<file path="src/rtl/ram_ctrl_pkg.sv">
// ram_ctrl_pkg: shared types and constants for the RAM access controller.
package ram_ctrl_pkg;

  localparam int RAM_ADDR_W = 5;
  localparam int RAM_DATA_W = 4;

  localparam logic [1:0] OP_READ  = 2'b00;
  localparam logic [1:0] OP_WRITE = 2'b01;
  localparam logic [1:0] OP_CLEAR = 2'b10;
  localparam logic [1:0] OP_SCAN  = 2'b11;

  typedef enum logic [2:0] {
    IDLE,
    WRITE,
    RD_ADDR,
    RD_CAP,
    RD_DONE,
    CLEAR,
    SCAN_IDLE
  } state_e;

endpackage

</file>
<file path="src/rtl/tick_divider.sv">
// tick_divider: free-running 0..DIV-1 counter while enabled; tick is high
// during the terminal-count cycle. The count holds when disabled.
module tick_divider #(
  parameter int DIV = 25000000
) (
  input  logic clock,
  input  logic resetn,
  input  logic en,
  output logic tick
);

  localparam int CNT_W = (DIV > 1) ? $clog2(DIV) : 1;
  localparam logic [CNT_W-1:0] TERM = CNT_W'(DIV - 1);

  logic [CNT_W-1:0] cnt_q, cnt_d;

  assign tick = en && (cnt_q == TERM);

  // next count: wrap at terminal count, hold while disabled
  always_comb begin
    cnt_d = cnt_q;
    if (en) cnt_d = tick ? '0 : cnt_q + CNT_W'(1);
  end

  // count register
  always_ff @(posedge clock or negedge resetn) begin
    if (!resetn) cnt_q <= '0;
    else         cnt_q <= cnt_d;
  end

endmodule

</file>
<file path="src/rtl/ram_access_ctrl.sv">
// ram_access_ctrl: command sequencer in front of the single-port RAM.
// Handles read / write / clear-all over a valid/ready handshake and returns
// read data with its address. Auto-scan (op 11) is built only when the
// macro RAM_AUTOSCAN_EN is defined; otherwise op 11 is a one-cycle no-op.
module ram_access_ctrl
  import ram_ctrl_pkg::*;
#(
  parameter int ADDR_W   = RAM_ADDR_W,
  parameter int DATA_W   = RAM_DATA_W,
  parameter int SCAN_DIV = 25000000
) (
  input  logic              clock,
  input  logic              resetn,
  input  logic              cmd_valid,
  output logic              cmd_ready,
  input  logic [1:0]        cmd_op,
  input  logic [ADDR_W-1:0] cmd_addr,
  input  logic [DATA_W-1:0] cmd_data,
  output logic [ADDR_W-1:0] ram_address,
  output logic [DATA_W-1:0] ram_data,
  output logic              ram_wren,
  input  logic [DATA_W-1:0] ram_q,
  output logic              rd_valid,
  output logic [ADDR_W-1:0] rd_addr,
  output logic [DATA_W-1:0] rd_data,
  output logic              scanning
);

  // A scan read needs RD_ADDR/RD_CAP/RD_DONE to fit between ticks.
  if (SCAN_DIV < 3) begin : g_bad_scan_div
    $error("ram_access_ctrl: SCAN_DIV must be at least 3");
  end

  state_e            state_q, state_d;
  logic [ADDR_W-1:0] ram_address_q, ram_address_d;
  logic [DATA_W-1:0] ram_data_q, ram_data_d;
  logic              ram_wren_q, ram_wren_d;
  logic              rd_valid_q, rd_valid_d;
  logic [ADDR_W-1:0] rd_addr_q, rd_addr_d;
  logic [DATA_W-1:0] rd_data_q, rd_data_d;
  logic              accept;

`ifdef RAM_AUTOSCAN_EN
  logic              scanning_q, scanning_d;
  logic              pend_q, pend_d;     // tick seen while busy, not yet served
  logic [ADDR_W-1:0] scan_addr_q, scan_addr_d;
  logic              tick;

  tick_divider #(.DIV(SCAN_DIV)) u_tick_divider (
    .clock  (clock),
    .resetn (resetn),
    .en     (scanning_q),
    .tick   (tick)
  );
`endif

  assign cmd_ready = (state_q == IDLE) || (state_q == SCAN_IDLE);
  assign accept    = cmd_valid && cmd_ready;

  // next-state and RAM pin sequencing; RAM pins are registered and hold
  // their last value, only wren returns to 0 outside WRITE/CLEAR
  always_comb begin
    state_d       = state_q;
    ram_address_d = ram_address_q;
    ram_data_d    = ram_data_q;
    ram_wren_d    = 1'b0;
    rd_valid_d    = 1'b0;
    rd_addr_d     = rd_addr_q;
    rd_data_d     = rd_data_q;
`ifdef RAM_AUTOSCAN_EN
    scanning_d    = scanning_q;
    scan_addr_d   = scan_addr_q;
    pend_d        = pend_q || tick;
`endif
    case (state_q)
      IDLE: begin
        if (accept) begin
          case (cmd_op)
            OP_READ: begin
              state_d       = RD_ADDR;
              ram_address_d = cmd_addr;
            end
            OP_WRITE: begin
              state_d       = WRITE;
              ram_address_d = cmd_addr;
              ram_data_d    = cmd_data;
              ram_wren_d    = 1'b1;
            end
            OP_CLEAR: begin
              state_d       = CLEAR;
              ram_address_d = '0;
              ram_data_d    = '0;
              ram_wren_d    = 1'b1;
            end
            default: begin
`ifdef RAM_AUTOSCAN_EN
              state_d    = SCAN_IDLE;
              scanning_d = 1'b1;
`endif
            end
          endcase
        end
      end
      WRITE: begin
        state_d = IDLE;
`ifdef RAM_AUTOSCAN_EN
        if (scanning_q) begin
          state_d = SCAN_IDLE;
          // a tick that landed on the write is served right after it
          if (pend_q || tick) begin
            state_d       = RD_ADDR;
            ram_address_d = scan_addr_q;
            pend_d        = 1'b0;
          end
        end
`endif
      end
      RD_ADDR: state_d = RD_CAP;
      RD_CAP: begin
        state_d   = RD_DONE;
        rd_addr_d = ram_address_q;
        rd_data_d = ram_q;
      end
      RD_DONE: begin
        state_d    = IDLE;
        rd_valid_d = 1'b1;
`ifdef RAM_AUTOSCAN_EN
        // reads are only launched from IDLE when not scanning, so while
        // scanning this was a scan read
        if (scanning_q) begin
          state_d     = SCAN_IDLE;
          scan_addr_d = scan_addr_q + ADDR_W'(1);
        end
`endif
      end
      CLEAR: begin
        ram_address_d = ram_address_q + ADDR_W'(1);
        ram_data_d    = '0;
        if (ram_address_q == {ADDR_W{1'b1}}) state_d = IDLE;
        else                                 ram_wren_d = 1'b1;
      end
`ifdef RAM_AUTOSCAN_EN
      SCAN_IDLE: begin
        if (accept && cmd_op == OP_WRITE) begin
          state_d       = WRITE;
          ram_address_d = cmd_addr;
          ram_data_d    = cmd_data;
          ram_wren_d    = 1'b1;
        end else if (accept && cmd_op == OP_SCAN) begin
          state_d    = IDLE;
          scanning_d = 1'b0;
          pend_d     = 1'b0;
        end else if (pend_q || tick) begin
          // read/clear accepted here fall through as no-ops
          state_d       = RD_ADDR;
          ram_address_d = scan_addr_q;
          pend_d        = 1'b0;
        end
      end
`endif
      default: state_d = IDLE;
    endcase
  end

  // controller state and output registers
  always_ff @(posedge clock or negedge resetn) begin
    if (!resetn) begin
      state_q       <= IDLE;
      ram_address_q <= '0;
      ram_data_q    <= '0;
      ram_wren_q    <= 1'b0;
      rd_valid_q    <= 1'b0;
      rd_addr_q     <= '0;
      rd_data_q     <= '0;
    end else begin
      state_q       <= state_d;
      ram_address_q <= ram_address_d;
      ram_data_q    <= ram_data_d;
      ram_wren_q    <= ram_wren_d;
      rd_valid_q    <= rd_valid_d;
      rd_addr_q     <= rd_addr_d;
      rd_data_q     <= rd_data_d;
    end
  end

`ifdef RAM_AUTOSCAN_EN
  // scan enable, pending tick and scan address registers
  always_ff @(posedge clock or negedge resetn) begin
    if (!resetn) begin
      scanning_q  <= 1'b0;
      pend_q      <= 1'b0;
      scan_addr_q <= '0;
    end else begin
      scanning_q  <= scanning_d;
      pend_q      <= pend_d;
      scan_addr_q <= scan_addr_d;
    end
  end

  assign scanning = scanning_q;
`else
  assign scanning = 1'b0;
`endif

  assign ram_address = ram_address_q;
  assign ram_data    = ram_data_q;
  assign ram_wren    = ram_wren_q;
  assign rd_valid    = rd_valid_q;
  assign rd_addr     = rd_addr_q;
  assign rd_data     = rd_data_q;

endmodule

</file>
<file path="config.mk">
export PLATFORM = sky130hd
export DESIGN_NAME = ram_access_ctrl
export DESIGN_NICKNAME = d
export VERILOG_FILES = /design/src/rtl/ram_ctrl_pkg.sv /design/src/rtl/tick_divider.sv /design/src/rtl/ram_access_ctrl.sv
export SDC_FILE = /design/constraint.sdc
export NUM_CORES = 1
export LEC_CHECK = 0
export ABC_CLOCK_PERIOD_IN_PS = 1500
export CAP_MARGIN = 20
export CELL_PAD_IN_SITES_DETAIL_PLACEMENT = 0
export CELL_PAD_IN_SITES_GLOBAL_PLACEMENT = 2
export CORE_AREA = 10 10 74 89
export CTS_CLUSTER_SIZE = 20
export DETAILED_ROUTE_END_ITERATION = 16
export DIE_AREA = 0 0 84 99
export PLACE_DENSITY_LB_ADDON = 0.1
export SLEW_MARGIN = 20
export SYNTH_ARGS = -nofsm -noshare
export SYNTH_HDL_FRONTEND = slang
export SYNTH_SLANG_ARGS = --single-unit
</file>
<file path="constraint.sdc">
create_clock -name clock -period 1.5 [get_ports clock]
set_input_delay 0.45 -clock clock [delete_from_list [all_inputs] [get_ports clock]]
set_output_delay 0.45 -clock clock [all_outputs]
set_load 0.02 [all_outputs]
</file>
==> results.tsv, run 1 <==
metric	value	unit
synthFlopType	dfrtp_1	
grt_pass1_wl	5.82	mm
viasPerCell	4.51	
dpl.hpwl	2.64	mm
initial_utilization	0.246	
slowest_delay	550	ps
io_buffers	38	
synthDominantCellAreaShare	0.484	
power	3.38	mW
synthDistinctLibCells	35	
synth_edf_count	0	
critPathRequiredTime	1640	ps
reg2reg_from	state_q[2]	
cts_root_buf	clkbuf_8	
syn_nets	131	
worstHoldStart	rd_data[3]	
fillCellCount	506	
grtUsageTotal	0.0833	
seq_area_frac_synth	0.484	
leakagePower	0.903	nW
max-vdd-ir-drop	0.000514	V
yosysMostFrequentCell	dfrtp_1	
cp_max_fo	7	
cp_top_family	simple AND/OR/NAND/NOR gates	
fin_cells	231	
ys_ff_latch	23	
hold-worst-slack	507	ps
synthSimpleGateAreaFrac	0.162	
ioPinCount	40	
htree_levels	1	
synth_warnings	0	
violations	negative setup slack	
grt_max_degree	24	
avgRoutedWirePerCell	14.8	µm
fin_ws	-41.1	ps
dp.cells	221	
utilization	0.400	
synthTopCellsByArea	dfrtp_1 48%, mux2_2 8.5%, ha_1 5.3%, nand3_1 3.4%, o211ai_1 2.5%	
n_antenna_cell	0	
drv_cap	0	
vias	1041	
syn_area_per_cell	11.0	µm²
synthAdderAreaFrac	0.0526	
outcome	finished, violations left	
cts_sinks	23	
drive_above_1_share	0.386	
crit_slowest_cell	or4b_4	
fp.dieW	84	µm
area_growth	62.5	%
fp.dieArea	0.00832	mm²
drt-total-wl	3.42	mm
cp-start-kind	flop	
nNetsFinal	195	
fmax	649	MHz
p_per_area	1750	mW/mm²
drtPass1Iterations	4	
worstHoldPathType	reg2reg	
rsz0062_at_grt	true	
cts_tree	done	
crit_top_cell	o211ai_1	
hold_violations	0	
synth_compound_area_frac	0.143	
hold_buffers	0	
regToRegEndpoint	ram_address[0]	
clkTransAtPathRegs	90	ps
endpoint_kind	flop	
synth_mux_area_frac	0.0936	
finalCriticalPeriod	1540	ps
whs_endpoint	rd_data[3]	
crit_type	reg2reg	
fp.coreArea	0.00483	mm²
period_share	1.03	
syn-instance-count	108	
grt_pass1_vias	1175	
fin_skew	2.20	ps
synth_commonest_cells	23 x dfrtp_1, 9 x mux2_2, 8 x nand3_1, 6 x nand2_1, 6 x nor2_1	
drtIter0Drc	32	
syn_area	0.00119	mm²
finalMaxSlewViolations	0	
cp.arrival	1680	ps
clockBufferDepth	2	
synth_xor_area_frac	0.00736	
finalSetupViolCount	4	
hold_depth	1	
reg2reg_setup_slack	-40	ps
critPathBufInv	1	
synth_top_area_cell	dfrtp_1	
drc	0	
rows	28	
cp_cell_sequence	buf_4 -> or4b_4 -> o211ai_1 -> o211ai_1	
die_h	99	µm
ant_nets	0	
worst-r2r-cell-count	4	
worstSkewPairLatency	260	ps
grt_overflow	0	
async_reset_ff_frac	1.00	
synth_top_family_by_area	simple AND/OR/NAND/NOR gates	
grt_antenna_before_repair	0	
gp_congestion	0.711	
cts_buffers	3	
## area by class of cell
cell class              count  area, µm²  area share
clock inverters             1       5.00     0.00259
well taps                  60       75.1      0.0388
clock buffers               3       41.3      0.0214
flip-flops and latches     23        578       0.299
repair buffers             66        594       0.307
inverters                   5       18.8     0.00971
multi-input cells          73        621       0.321
## timing repair
| action | 4_1_cts | 5_1_grt |
|---|---|---|
| cloned | 0 | 1 |
| pin swaps | 8 | 9 |
| endpoints found under the setup margin | 33 | 16 |
| gates resized for setup | 41 | 18 |
| buffers inserted | 2 | 3 |
| hold endpoints to repair | 0 | 0 |
## worst max path at each step
stage                           endpoint      startpoint  slack (ps)  depth (start not counted)
after floorplan               state_q[2]  ram_address[1]          -5                          5
after global placement    ram_address[1]       cmd_op[0]        -470                          7
after detailed placement  ram_address[1]       cmd_op[0]        -520                          7
after CTS                 ram_address[0]      state_q[2]         -40                          4
after global routing           cmd_ready      state_q[1]         -90                          3
final                     ram_address[0]      state_q[2]         -40                          4
## cells by family after synthesis
kind of cell,count (synthesis)
AND/OR/NAND/NOR,32
AO/OA/AOI/OAI,24
flip-flops,23
buffers and inverters,12
multiplexers,10
adder cells (fa/ha/maj),5
other,1
XOR/XNOR,1
## power by group
part	internal [mW]	total, mW	switching (mW)
logic	0.927	1.95	1.02
registers	0.897	1.04	0.147
clock network	0.185	0.392	0.207
total	2.01	3.38	1.38
## placed cells by master (no fill, tap or decap), types with 2 or more instances in the layout
| cell | count |
|---|---|
| nand4b_1 | 2 |
| buf_4 | 23 |
| o21ai_2 | 2 |
| o22ai_1 | 2 |
| inv_1 | 4 |
| ha_1 | 2 |
| clkdlybuf4s50_1 | 14 |
| mux2_2 | 9 |
| o2111ai_1 | 2 |
| nand3_2 | 4 |
| dfrtp_1 | 21 |
| clkdlybuf4s15_1 | 3 |
| a21oi_1 | 3 |
| a31oi_1 | 3 |
| nand3_1 | 5 |
| ha_2 | 2 |
| buf_6 | 4 |
| o211ai_1 | 4 |
| dlygate4sd2_1 | 19 |
| dfrtp_2 | 2 |
| nand2_1 | 6 |
| clkbuf_8 | 3 |
| nor2_1 | 5 |
## routing by layer
metal / GRT usage / up-vias / part of all wire
li1: - / 521 / -
met2: 0.139 / 29 / 0.48
met3: 0.0305 / 2 / 0.062
met4: 0.0310 / 0 / 0.0088
met5: 0 / - / 0
met1: 0.0951 / 489 / 0.45
## flip-flops by register name, indices dropped and copies added (netlist names)
name and flops:
rd_addr 5, ram_wren 1, ram_address 5, state_q 3, rd_data 4, rd_valid 1
ram_data 4
## metrics by stage
stage          cell area [µm²]  setup TNS [ps]  worst slack [ps]
4_1_cts                   1860            -119             -37.2
2_1_floorplan             1200           -4.72             -4.72
3_5_place_dp              1780           -5580              -523
6_report                  1930            -123             -41.1
5_1_grt                   1930            -359             -93.3
3_3_place_gp              1780           -5080              -469
No activity file was read; power rests on OpenSTA's default activity.
==> run 2, diff against run 1 <==
--- a/config.mk
+++ b/config.mk
@@ -9,10 +9,10 @@
 export CAP_MARGIN = 20
 export CELL_PAD_IN_SITES_DETAIL_PLACEMENT = 0
 export CELL_PAD_IN_SITES_GLOBAL_PLACEMENT = 2
-export CORE_AREA = 10 10 74 89
+export CORE_AREA = 2 2 66 81
 export CTS_CLUSTER_SIZE = 20
 export DETAILED_ROUTE_END_ITERATION = 16
-export DIE_AREA = 0 0 84 99
+export DIE_AREA = 0 0 68 83
 export PLACE_DENSITY_LB_ADDON = 0.1
 export SLEW_MARGIN = 20
 export SYNTH_ARGS = -nofsm -noshare
==> results.tsv, run 2 (synthesized netlist as in run 1, its figures left out) <==
metric	value	unit	change
grt_pass1_wl	5.43	mm	-6.7%
endpoint_kind	flop		
multiInputGateArea	647	µm²	+4.2%
nNetsFinal	192		-1.5%
initial_utilization	0.246		unchanged
clkTransAtPathRegs	90	ps	about the same
rows	28		unchanged
dp_slack	-484	ps	+38.6 ps
fp.dieArea	0.00564	mm²	-32%
cp.arrival	1700	ps	+20 ps
dpl.hpwl	2.34	mm	-11%
leakagePower	0.886	nW	-1.8%
cts_root_buf	clkbuf_8		
ant_nets	0		unchanged
fin_tns_setup	-122	ps	+0.315 ps
grt_max_degree	24		unchanged
drv_cap	0		unchanged
cp_cell_sequence	buf_6 -> or4b_4 -> o211ai_1 -> o211ai_1		
cts_buffers	3		unchanged
fin_skew	7.39	ps	+5.19 ps
crit_top_cell	o211ai_1		
outcome	finished, violations left		
finalMaxSlewViolations	0		unchanged
period_share	1.03		+0.00268
avgRoutedWirePerCell	14.2	µm	-4.2%
n_antenna_cell	0		unchanged
place_area	0.00177	mm²	-0.42%
gp_congestion	0.711		about the same
cp_max_fo	5		-2
hold_buffers	0		unchanged
hold_depth	1		unchanged
ioPinCount	40		unchanged
dp.cells	220		-0.45%
slowest_delay	580	ps	+30 ps
cp_top_family	simple AND/OR/NAND/NOR gates		
p_per_area	1750	mW/mm²	+0.17%
grt_antenna_before_repair	0		unchanged
grt_overflow	0		unchanged
worstHoldPathType	reg2reg		
grtUsageTotal	0.126		+0.0425
fillCellCount	484		-4.3%
violations	negative setup slack		
cp-start-kind	flop		
crit_type	reg2reg		
max-vdd-ir-drop	0.000462	V	-10%
finalCriticalPeriod	1550	ps	+4.02 ps
viasPerCell	4.63		+2.7%
critPathRequiredTime	1650	ps	about the same
vias	1055		+1.3%
worst-path-stages	4		unchanged
fp.dieW	68	µm	-19%
seqCellArea	578	µm²	unchanged
fp.coreArea	0.00483	mm²	unchanged
crit_slowest_cell	or4b_4		
hold-worst-slack	504	ps	-2.11 ps
io_buffers	38		unchanged
rsz0062_at_grt	true		
finalSetupViolCount	4		unchanged
drtIter0Drc	22		-31%
utilization	0.400		+0.000517
die_h	83	µm	-16%
fin_ws	-45.2	ps	-4.02 ps
fin_area	0.00194	mm²	+0.13%
layout_commonest_cell	dfrtp_1		
worst-r2r-cell-count	4		unchanged
cts_sinks	23		unchanged
clockBufferDepth	2		unchanged
worstSkewPairLatency	270	ps	about the same
area_growth	62.7	%	
fin_cells	228		-1.3%
fmax	647	MHz	-0.26%
hold_violations	0		unchanged
critPathBufInv	1		unchanged
drt-total-wl	3.23	mm	-5.4%
reg2reg_setup_slack	-50	ps	about the same
power	3.40	mW	+0.30%
drtPass1Iterations	4		unchanged
drive_above_1_share	0.393		+0.00689
final_cell_mix	21 x dfrtp_1, 20 x buf_4, 20 x dlygate4sd2_1		
grt_pass1_vias	1122		-4.5%
htree_levels	1		unchanged
drc	0		unchanged
cts_tree	done		
==> run 2: routing by layer <==
layer | vias up | part of all wire | GRT usage
li1 | 515 | - | -
met1 | 509 | 0.43 | 0.154
met2 | 29 | 0.51 | 0.211
met3 | 2 | 0.054 | 0.0285
met4 | 0 | 0.0068 | 0.0436
met5 | - | 0 | 0
==> run 2: power breakdown <==
part / internal, mW / switching (mW) / total (mW)
sequential: 0.897 / 0.154 / 1.05
combinational: 0.920 / 1.02 / 1.94
clock: 0.186 / 0.223 / 0.409
==> run 2: what timing repair did <==
action,in CTS,in global routing
buffers inserted,3,1
pin swaps,13,9
resized for setup,48,16
setup endpoints to repair,33,16
cloned,1,0
==> run 2: worst paths after layout <==
| path | end | from |
|---|---|---|
| worst max-delay path | ram_address[0] | state_q[1] |
| worst min-delay path | rd_data[2] | rd_data[2] |
| worst max register to register | ram_address[0] | state_q[1] |
| worst min register to register | rd_data[2] | rd_data[2] |
| max in group asynchronous | ram_address[1] | resetn |
| min in group asynchronous | ram_data[3] | resetn |
==> run 2: layout make-up <==
type | count | area share
sequential | 23 | 0.299
inverter | 5 | 0.00970
multi-input combinational | 73 | 0.334
timing repair buffer | 63 | 0.295
clock inverter | 1 | 0.00259
clock buffer | 3 | 0.0213
tap | 60 | 0.0388
==> run 2: worst reg2reg max path, delay by kind of cell (launching register included) <==
| family | cells | cell delay [ps] |
|---|---|---|
| AOI/OAI and AO/OA | 2 | 310 |
| buffers and inverters | 1 | 130 |
| DFF | 1 | 410 |
| and+or+nand+nor | 1 | 580 |
==> run 3, diff against run 2 <==
--- a/config.mk
+++ b/config.mk
@@ -10,10 +10,11 @@
 export CELL_PAD_IN_SITES_DETAIL_PLACEMENT = 0
 export CELL_PAD_IN_SITES_GLOBAL_PLACEMENT = 2
 export CORE_AREA = 2 2 66 81
-export CTS_CLUSTER_SIZE = 20
+export CTS_CLUSTER_SIZE = 8
 export DETAILED_ROUTE_END_ITERATION = 16
 export DIE_AREA = 0 0 68 83
 export PLACE_DENSITY_LB_ADDON = 0.1
+export RECOVER_POWER = 100
 export SLEW_MARGIN = 20
 export SYNTH_ARGS = -nofsm -noshare
 export SYNTH_HDL_FRONTEND = slang
==> results.tsv, run 3 (synthesized netlist as in run 1, its figures left out) <==
metric	value	unit	change
violations	negative setup slack		
swShare	0.413		+0.00233
internal_power	1.98	mW	-1.2%
avgRoutedWirePerCell	14.1	µm	-0.22%
initial_utilization	0.246		unchanged
endpoint_kind	flop		
drc	0		unchanged
cts_buffers	3		unchanged
clockBufferDepth	2		unchanged
fin_skew	7.39	ps	-0.000230 ps
tightest_slew	611	ps	
layout_commonest_cell	dfrtp_1		
drtIter0Drc	23		+4.5%
max-vdd-ir-drop	0.000462	V	about the same
grt_pass1_wl	5.43	mm	unchanged
grt_max_degree	24		unchanged
p_comb_frac	0.568		-0.002
place_area	0.00177	mm²	unchanged
fin_area	0.00191	mm²	-1.2%
finalMaxSlewViolations	0		unchanged
gp_congestion	0.711		unchanged
n_antenna_cell	0		unchanged
grt_antenna_before_repair	0		unchanged
dpl.hpwl	2.34	mm	unchanged
outcome	finished, violations left		
cts_tree	done		
rsz0062_at_grt	true		
hold-worst-slack	504	ps	unchanged
cp_top_family	simple AND/OR/NAND/NOR gates		
p_switching	1.39	mW	-0.21%
finalSetupViolCount	4		unchanged
drtPass1Iterations	4		unchanged
p_seq_frac	0.311		+0.002
drive_above_1_share	0.381		-0.0119
cp.arrival	1700	ps	about the same
io_buffers	38		unchanged
rows	28		unchanged
final_cell_mix	21 x dfrtp_1, 20 x dlygate4sd2_1, 19 x buf_4		
cp_cell_sequence	buf_6 -> or4b_4 -> o211ai_1 -> o211ai_1		
fp.dieW	68	µm	unchanged
hold_violations	0		unchanged
fp.coreArea	0.00483	mm²	unchanged
drt-total-wl	3.22	mm	-0.22%
fp.dieArea	0.00564	mm²	unchanged
max_slew_margin	0.593		
worstHoldPathType	reg2reg		
clkPwrFrac	0.121		about the same
cp_max_fo	5		unchanged
nNetsFinal	192		unchanged
reg2reg_from	state_q[1]		
hold_buffers	0		unchanged
ioPinCount	40		unchanged
crit_top_cell	o211ai_1		
crit_start	state_q[1]		
p_per_area	1760	mW/mm²	+0.46%
cp-start-kind	flop		
htree_levels	1		unchanged
crit_slowest_cell	or4b_4		
dp.cells	220		unchanged
worstSkewPairLatency	270	ps	about the same
crit_type	reg2reg		
fin_ws	-45.2	ps	-0.000300 ps
grt_overflow	0		unchanged
finalCriticalPeriod	1550	ps	+0.000300 ps
critPathBufInv	1		unchanged
worstHoldStart	rd_data[2]		
cts_sinks	23		unchanged
drv_cap	0		unchanged
fin_cells	228		unchanged
viasPerCell	4.63		about the same
ant_nets	0		unchanged
cts_root_buf	clkbuf_8		
leakagePower	0.873	nW	-1.5%
critPathRequiredTime	1650	ps	about the same
grtUsageTotal	0.126		unchanged
clkTransAtPathRegs	90	ps	about the same
slowest_delay	580	ps	about the same
fmax	647	MHz	unchanged
period_share	1.03		about the same
vias	1056		+0.095%
grt_pass1_vias	1122		unchanged
die_h	83	µm	unchanged
area_growth	60.7	%	
-- run 3: final cells by class --
type | count | area [µm²]
Tap cell | 60 | 75.1
Sequential cell | 23 | 578
Fill cell | 486 | 2920
Clock inverter | 1 | 5.00
Multi-Input combinational cell | 73 | 647
Clock buffer | 3 | 41.3
Inverter | 5 | 18.8
Timing Repair Buffer | 63 | 547
-- run 3: layer usage --
metal	track usage	share of wire
met5	0	0
met4	0.0436	0.0068
met3	0.0285	0.054
met2	0.211	0.51
met1	0.154	0.43
-- run 3: repair_timing --
| item | in CTS | in global routing |
|---|---|---|
| buffers inserted | 3 | 1 |
| setup endpoints to repair | 33 | 16 |
| gates resized for setup | 48 | 16 |
| cloned | 1 | 0 |
| pin swaps | 13 | 9 |
-- run 3: power groups by stage --
stage                     Clock [mW]  Combinational, mW  Sequential [mW]
after floorplan                    0              0.684             1.37
after global placement             0               1.90             1.06
after detailed placement           0               1.91             1.07
after CTS                      0.424               1.86             1.05
after global routing           0.455               2.07             1.09
final                          0.409               1.91             1.05
-- run 3: path summary, 6_finish.rpt --
check / end / slack [ps] / depth (start not counted)
worst max-delay path: ram_address[0] / -50 / 4
worst min-delay path: rd_data[2] / 500 / 1
worst max register to register: ram_address[0] / -50 / 4
worst min register to register: rd_data[2] / 500 / 1
max in group asynchronous: ram_address[1] / 370 / 2
min in group asynchronous: ram_address[4] / 710 / 2
-- run 3: metrics by stage --
step           setup WS [ps]  power, mW  setup TNS [ps]  utilization
2_1_floorplan          -4.72       2.06           -4.72            -
3_3_place_gp            -455       2.96           -5010        0.367
3_5_place_dp            -484       2.98           -5350        0.367
4_1_cts                 -118       3.34            -768        0.389
5_1_grt                 -156       3.62            -655        0.395
6_report               -45.2       3.37            -122        0.395
